File: src/rtl/wr_arb_pkg.sv
// Shared types and helpers for the write-port arbiter/mux.
package wr_arb_pkg;

    typedef enum logic [1:0] {
        ST_IDLE = 2'd0,
        ST_OWN  = 2'd1,
        ST_GAP  = 2'd2
    } state_e;

    localparam int MODE_FIXED = 0;
    localparam int MODE_RR    = 1;

    // Index of the set bit of a one-hot vector (0 when empty).
    function automatic logic [4:0] onehot2idx(input logic [31:0] oh);
        logic [4:0] idx;
        idx = 5'd0;
        for (int i = 0; i < 32; i++) begin
            idx = idx | (oh[i] ? 5'(i) : 5'd0);
        end
        return idx;
    endfunction

endpackage

File: src/rtl/rr_pick.sv
// Rotating priority picker: first set request at or after start_idx_i, wrapping.
module rr_pick #(
    parameter int N  = 4,
    parameter int IW = 2
) (
    input  logic [N-1:0]  req_i,
    input  logic [IW-1:0] start_idx_i,
    output logic [N-1:0]  onehot_o,
    output logic          valid_o
);

    logic [N-1:0] rot_s;
    logic [N-1:0] pick_s;

    // Rotate so start_idx_i sits at bit 0, isolate lowest set bit, rotate back.
    always_comb begin
        rot_s    = (req_i >> start_idx_i) | (req_i << (N - int'(start_idx_i)));
        pick_s   = rot_s & (~rot_s + {{(N-1){1'b0}}, 1'b1});
        onehot_o = (pick_s << start_idx_i) | (pick_s >> (N - int'(start_idx_i)));
    end

    assign valid_o = |req_i;

endmodule

File: src/rtl/wr_arb_mux.sv
// N-channel write arbiter/mux: grants ownership of the shared write port and
// forwards the owner's write stream with one register stage.
module wr_arb_mux
    import wr_arb_pkg::*;
#(
    parameter int N_CH       = 4,
    parameter int DW         = 8,
    parameter int MODE       = 0,
    parameter int GAP_CYCLES = 1,
    parameter int MAX_HOLD   = 0
) (
    input  logic               clk,
    input  logic               reset,
    input  logic [N_CH-1:0]    sel,
    input  logic [N_CH-1:0]    ch_wr_en,
    input  logic [N_CH*DW-1:0] ch_wr_data,
    output logic               wr_en,
    output logic [DW-1:0]      wr_data,
    output logic [N_CH-1:0]    grant,
    output logic               busy,
    output logic               drop,
    output logic               hold_timeout
);

    localparam int IW  = (N_CH > 1) ? $clog2(N_CH) : 1;
    localparam int HCW = (MAX_HOLD > 0) ? $clog2(MAX_HOLD + 1) : 1;
    localparam logic [HCW-1:0] HOLD_LAST = HCW'((MAX_HOLD > 0) ? MAX_HOLD - 1 : 0);
    localparam logic [3:0]     GAP_LAST  = 4'((GAP_CYCLES > 0) ? GAP_CYCLES - 1 : 0);
    localparam logic [IW-1:0]  PTR_RST   = IW'(N_CH - 1);

    state_e            state_q, state_d;
    logic [N_CH-1:0]   grant_q, grant_d;
    logic [IW-1:0]     ptr_q, ptr_d;
    logic [HCW-1:0]    hold_q, hold_d;
    logic [3:0]        gap_q, gap_d;
    logic              wr_en_q, wr_en_d;
    logic [DW-1:0]     wr_data_q, wr_data_d;
    logic              drop_q, drop_d;
    logic              to_q, to_d;

    logic [IW-1:0]     start_s;
    logic [N_CH-1:0]   pick_s;
    logic              pick_vld_s;
    logic              own_sel_s;
    logic              own_wen_s;
    logic [DW-1:0]     own_data_s;
    logic [IW-1:0]     own_idx_s;
    logic              hold_hit_s;

    // Search start: just after the last released owner in RR, always ch0 in fixed mode.
    always_comb begin
        if (MODE == MODE_RR) begin
            start_s = (ptr_q == PTR_RST) ? '0 : ptr_q + IW'(1);
        end else begin
            start_s = '0;
        end
    end

    rr_pick #(.N(N_CH), .IW(IW)) u_pick (
        .req_i       (sel),
        .start_idx_i (start_s),
        .onehot_o    (pick_s),
        .valid_o     (pick_vld_s)
    );

    // Owner's request, strobe and data selected through the one-hot grant.
    always_comb begin
        own_data_s = '0;
        for (int i = 0; i < N_CH; i++) begin
            own_data_s = own_data_s | (ch_wr_data[i*DW +: DW] & {DW{grant_q[i]}});
        end
        own_sel_s  = |(sel & grant_q);
        own_wen_s  = |(ch_wr_en & sel & grant_q);
        own_idx_s  = IW'(onehot2idx(32'(grant_q)));
        hold_hit_s = (MAX_HOLD > 0) && (hold_q == HOLD_LAST);
    end

    // State register and all output/counter registers.
    always_ff @(posedge clk) begin
        if (reset) begin
            state_q   <= ST_IDLE;
            grant_q   <= '0;
            ptr_q     <= PTR_RST;
            hold_q    <= '0;
            gap_q     <= '0;
            wr_en_q   <= 1'b0;
            wr_data_q <= '0;
            drop_q    <= 1'b0;
            to_q      <= 1'b0;
        end else begin
            state_q   <= state_d;
            grant_q   <= grant_d;
            ptr_q     <= ptr_d;
            hold_q    <= hold_d;
            gap_q     <= gap_d;
            wr_en_q   <= wr_en_d;
            wr_data_q <= wr_data_d;
            drop_q    <= drop_d;
            to_q      <= to_d;
        end
    end

    // Next-state logic.
    always_comb begin
        state_d = state_q;
        case (state_q)
            ST_IDLE: state_d = pick_vld_s ? ST_OWN : ST_IDLE;
            ST_OWN: begin
                if (!own_sel_s || hold_hit_s) begin
                    state_d = (GAP_CYCLES == 0) ? ST_IDLE : ST_GAP;
                end else begin
                    state_d = ST_OWN;
                end
            end
            ST_GAP:  state_d = (gap_q == GAP_LAST) ? ST_IDLE : ST_GAP;
            default: state_d = ST_IDLE;
        endcase
    end

    // Grant, counters and the forwarded write; a release by dropped sel discards that cycle's write.
    always_comb begin
        grant_d   = grant_q;
        ptr_d     = ptr_q;
        hold_d    = hold_q;
        gap_d     = gap_q;
        wr_en_d   = 1'b0;
        wr_data_d = '0;
        to_d      = 1'b0;
        drop_d    = |(ch_wr_en & ~grant_q);
        case (state_q)
            ST_IDLE: begin
                if (pick_vld_s) begin
                    grant_d = pick_s;
                    hold_d  = '0;
                end else begin
                    grant_d = '0;
                end
            end
            ST_OWN: begin
                hold_d = hold_q + HCW'(1);
                if (!own_sel_s) begin
                    grant_d = '0;
                    ptr_d   = own_idx_s;
                    gap_d   = '0;
                end else begin
                    wr_en_d   = own_wen_s;
                    wr_data_d = own_wen_s ? own_data_s : '0;
                    if (hold_hit_s) begin
                        grant_d = '0;
                        ptr_d   = own_idx_s;
                        gap_d   = '0;
                        to_d    = 1'b1;
                    end else begin
                        grant_d = grant_q;
                    end
                end
            end
            ST_GAP: begin
                grant_d = '0;
                gap_d   = gap_q + 4'd1;
            end
            default: begin
                grant_d = '0;
            end
        endcase
    end

    assign wr_en        = wr_en_q;
    assign wr_data      = wr_data_q;
    assign grant        = grant_q;
    assign busy         = (state_q != ST_IDLE);
    assign drop         = drop_q;
    assign hold_timeout = to_q;

endmodule

File: config.mk
export PLATFORM = sky130hd
export DESIGN_NAME = wr_arb_mux
export DESIGN_NICKNAME = d
export VERILOG_FILES = /design/src/rtl/wr_arb_pkg.sv /design/src/rtl/rr_pick.sv /design/src/rtl/wr_arb_mux.sv
export SDC_FILE = /design/constraint.sdc
export NUM_CORES = 1
export LEC_CHECK = 0
export BUFFER_PORTS_ARGS = -buffer_cell sky130_fd_sc_hd__buf_4
export CAP_MARGIN = 20
export CORE_MARGIN = 1.5
export CORE_UTILIZATION = 48
export DETAILED_ROUTE_END_ITERATION = 12
export MAX_ROUTING_LAYER = met4
export PLACE_DENSITY = 0.89
export SYNTH_ARGS = -nofsm -noshare
export SYNTH_HDL_FRONTEND = slang
export SYNTH_HIERARCHICAL = 1
export SYNTH_SLANG_ARGS = --single-unit
File: constraint.sdc
create_clock -name clk -period 1.5 [get_ports clk]
set_clock_uncertainty 0.05 [all_clocks]
set_input_delay 0.15 -clock clk [delete_from_list [all_inputs] [get_ports clk]]
set_output_delay 0.15 -clock clk [all_outputs]
set_load 0.02 [all_outputs]
==> out/results.tsv <==
stage	metric	value	unit
worst_setup_path	r2r_cells	4	
synthesis	ys_ff_latch	20	
synthesis	async_flop_share	0	
synthesis	synth_warnings	6	
place	dp_slack	0.09625	ns
final_layout	syn_to_final_growth	30.52	%
flow_run	drv_cap	0	
clock_tree	cts_resized	0	
worst_setup_path	critPathTopFamily	flip-flops	
worst_setup_path	path_depth	3	
worst_hold_path	whs_path_depth	3	
timing	period_minus_slack	1.356	ns
run_status	run_status	completed	
floorplan	core-area	3028	µm²
global_routing	overflow	0	
floorplan	die_x	59.44	µm
worst_setup_path	critPathArrivalTime	1.16	ns
synthesis	syn_area_per_cell	9.155	µm²
synthesis	ys.flop_type	dfxtp_1	
clock_tree	clk_latency	0.30	ns
final_layout	fillCellCount	260	
timing	rsz0062_at_grt	false	
place	hpwl	3051	µm
synthesis	syn_inst	167	
routing	drc	0	
global_routing	first_global_vias	1450	
routing	dr.pass1.iters	7	
timing	setup_viol	0	
clock_tree	cts_setup_buffers	0	
synthesis	synth_area_leaders	dfxtp_1 26%, a22o_1 5.7%, a221oi_1 4.6%	
timing	fin_crit_sh	0.9037	
global_routing	antenna_found_initial	0	
routing	wl_per_cell	15.66	µm
floorplan	rows	20	
worst_setup_path	cp-end-kind	output pin	
final_layout	fin_util	0.6591	
synthesis	yosysSeqAreaShare	0.2619	
worst_setup_path	worstSetupStartpointType	flop	
floorplan	start_util	0.5050	
final_layout	antenna_cells	0	
power_and_ir_drop	peakVddDrop	0.2568	mV
worst_setup_path	critPathBufInv	2	
timing	hold_viol	0	
routing	viasPerCell	5.802	
place	finalWeightedCongestion	0.9617	
worst_hold_path	hp-class	input pin to flop	
routing	vias	1584	
floorplan	design.die.area	3533	µm²
routing	ant_nets	0	
global_routing	grt_use_total	0.2471	
global_routing	grt_pass1_wl	6561	µm
floorplan	die_h	59.44	µm
synthesis	synth.most_common_cell	dfxtp_1	
final_layout	drive_above_1_share	0.3930	
final_layout	final_nets	276	
clock_tree	path_clk_slew	0.11	ns
power_and_ir_drop	finalPower	1.405	mW
clock_tree	cts.sinks	20	
clock_tree	numCtsBuffers	3	
timing	whs	0.05919	ns
worst_setup_path	required	1.30	ns
routing	drt_iter0_drc	116	
clock_tree	cts-root-buf	clkbuf_4	
worst_setup_path	crit_chain	inv_1 > nand2_1 > buf_4	
clock_tree	cts_hold_repair.buffers	0	
clock_tree	h-tree-depth	1	
floorplan	io_pins	58	
synthesis	ys_types	56	
synthesis	synth_commonest_cells	20 x dfxtp_1, 10 x a22o_1, 10 x o21ai_0	
worst_setup_path	critPathKind	flop to output pin	
worst_setup_path	critPathMaxFanout	6	
routing	wl	4274	µm
place	port_buffers	56	
clock_tree	cts_buffer_depth	2	
worst_setup_path	crit_path_max_incr_delay	0.50	ns
synthesis	yosysTopAreaCellShare	0.2619	
synthesis	syn_area	1529	µm²
power_and_ir_drop	p_per_area	704.0	nW/µm²
global_routing	grt_max_degree	13	
power_and_ir_drop	p_leak	0.8703	nW
clock_tree	cts_tree	built	
worst_setup_path	cp_slowest_cell	dfxtp_1	
timing	fmaxAchievable	737.7	MHz
synthesis	synth_edf_count	0	
timing	drv_slew	0	
timing	worst_slack	0.1444	ns
timing	tns	0	ns
synthesis	yosys.area.top_type	dfxtp_1	
[layout make-up]
| cell class | instances | area [µm²] | share of cell area |
|---|---|---|---|
| multi-input combinational | 130 | 974.7 | 0.4884 |
| sequential | 20 | 400.4 | 0.2006 |
| tap | 44 | 55.05 | 0.02759 |
| clock buffer | 4 | 36.28 | 0.01818 |
| timing repair buffer | 66 | 495.5 | 0.2483 |
| inverter | 9 | 33.78 | 0.01693 |
[per-layer routing]
layer	global-route usage	wire, µm	vias to the layer above
met3	0.03493	276	12
met1	0.3011	1787	734
met5	-	0	-
met2	0.3940	2116	84
met4	0.1266	93	0
li1	-	-	754
[power breakdown]
part | leakage, nW | switching, mW | internal [mW]
logic | 0.687 | 0.274 | 0.243
clock network | 0.0210 | 0.169 | 0.148
registers | 0.162 | 0.0188 | 0.552
[sequential cells by signal, indices dropped and copies added (netlist names)]
signal / flops
wr_en: 1
wr_data: 8
gap_q: 4
grant: 4
state_q: 2
drop: 1
[placed cells by master (no fill, tap or decap), types with 2 or more instances in the layout]
cell type and n:
buf_4 66, dfxtp_1 20, a22o_1 10, o21ai_0 10, inv_1 9, a221oi_1 8
conb_1 8, nand2_1 7, nand3_1 7, nor3_2 7, a21oi_1 7, nor2_1 7
nor3_1 4, mux2i_1 4, ha_1 4, nand2b_1 3, nor2b_1 3, clkbuf_4 3
a31oi_1 2, nor4_1 2, or3_1 2, o22ai_1 2, a2bb2oi_1 2, nand3b_1 2
[logic make-up after synthesis]
kind of cell    after synthesis  share of synthesized area
fa+ha+maj                     4                    0.03273
flops                        20                     0.2619
simple gates                 55                     0.2545
compound gates               57                     0.2913
other cells                   1                   0.002453
buf+inv                      24                     0.1178
mux                           5                    0.03355
xor+xnor                      1                   0.005729
[final timing paths]
kind / startpoint / to / slack, ns
max: state_q[1]$_SDFF_PP0_ / busy / 0.14
min: ch_wr_data[10] / wr_data[2]$_SDFF_PP0_ / 0.06
max reg2reg: gap_q[1]$_SDFFE_PP0P_ / state_q[1]$_SDFF_PP0_ / 0.18
min reg2reg: gap_q[3]$_SDFFE_PP0P_ / gap_q[3]$_SDFFE_PP0P_ / 0.48
[worst min-delay path, cell delays in order]
cell and delay, ns:
buf_4 0.08, a221oi_1 0.06, nor3_2 0.08
[per-stage QoR]
step | std cells | area (µm²)
6_report | 273 | 1996
5_1_grt | 273 | 1996
4_1_cts | 273 | 1996
3_5_place_dp | 269 | 1959
3_3_place_gp | 269 | 1959
2_1_floorplan | 174 | 1555
No activity file was read; power rests on OpenSTA's default activity.
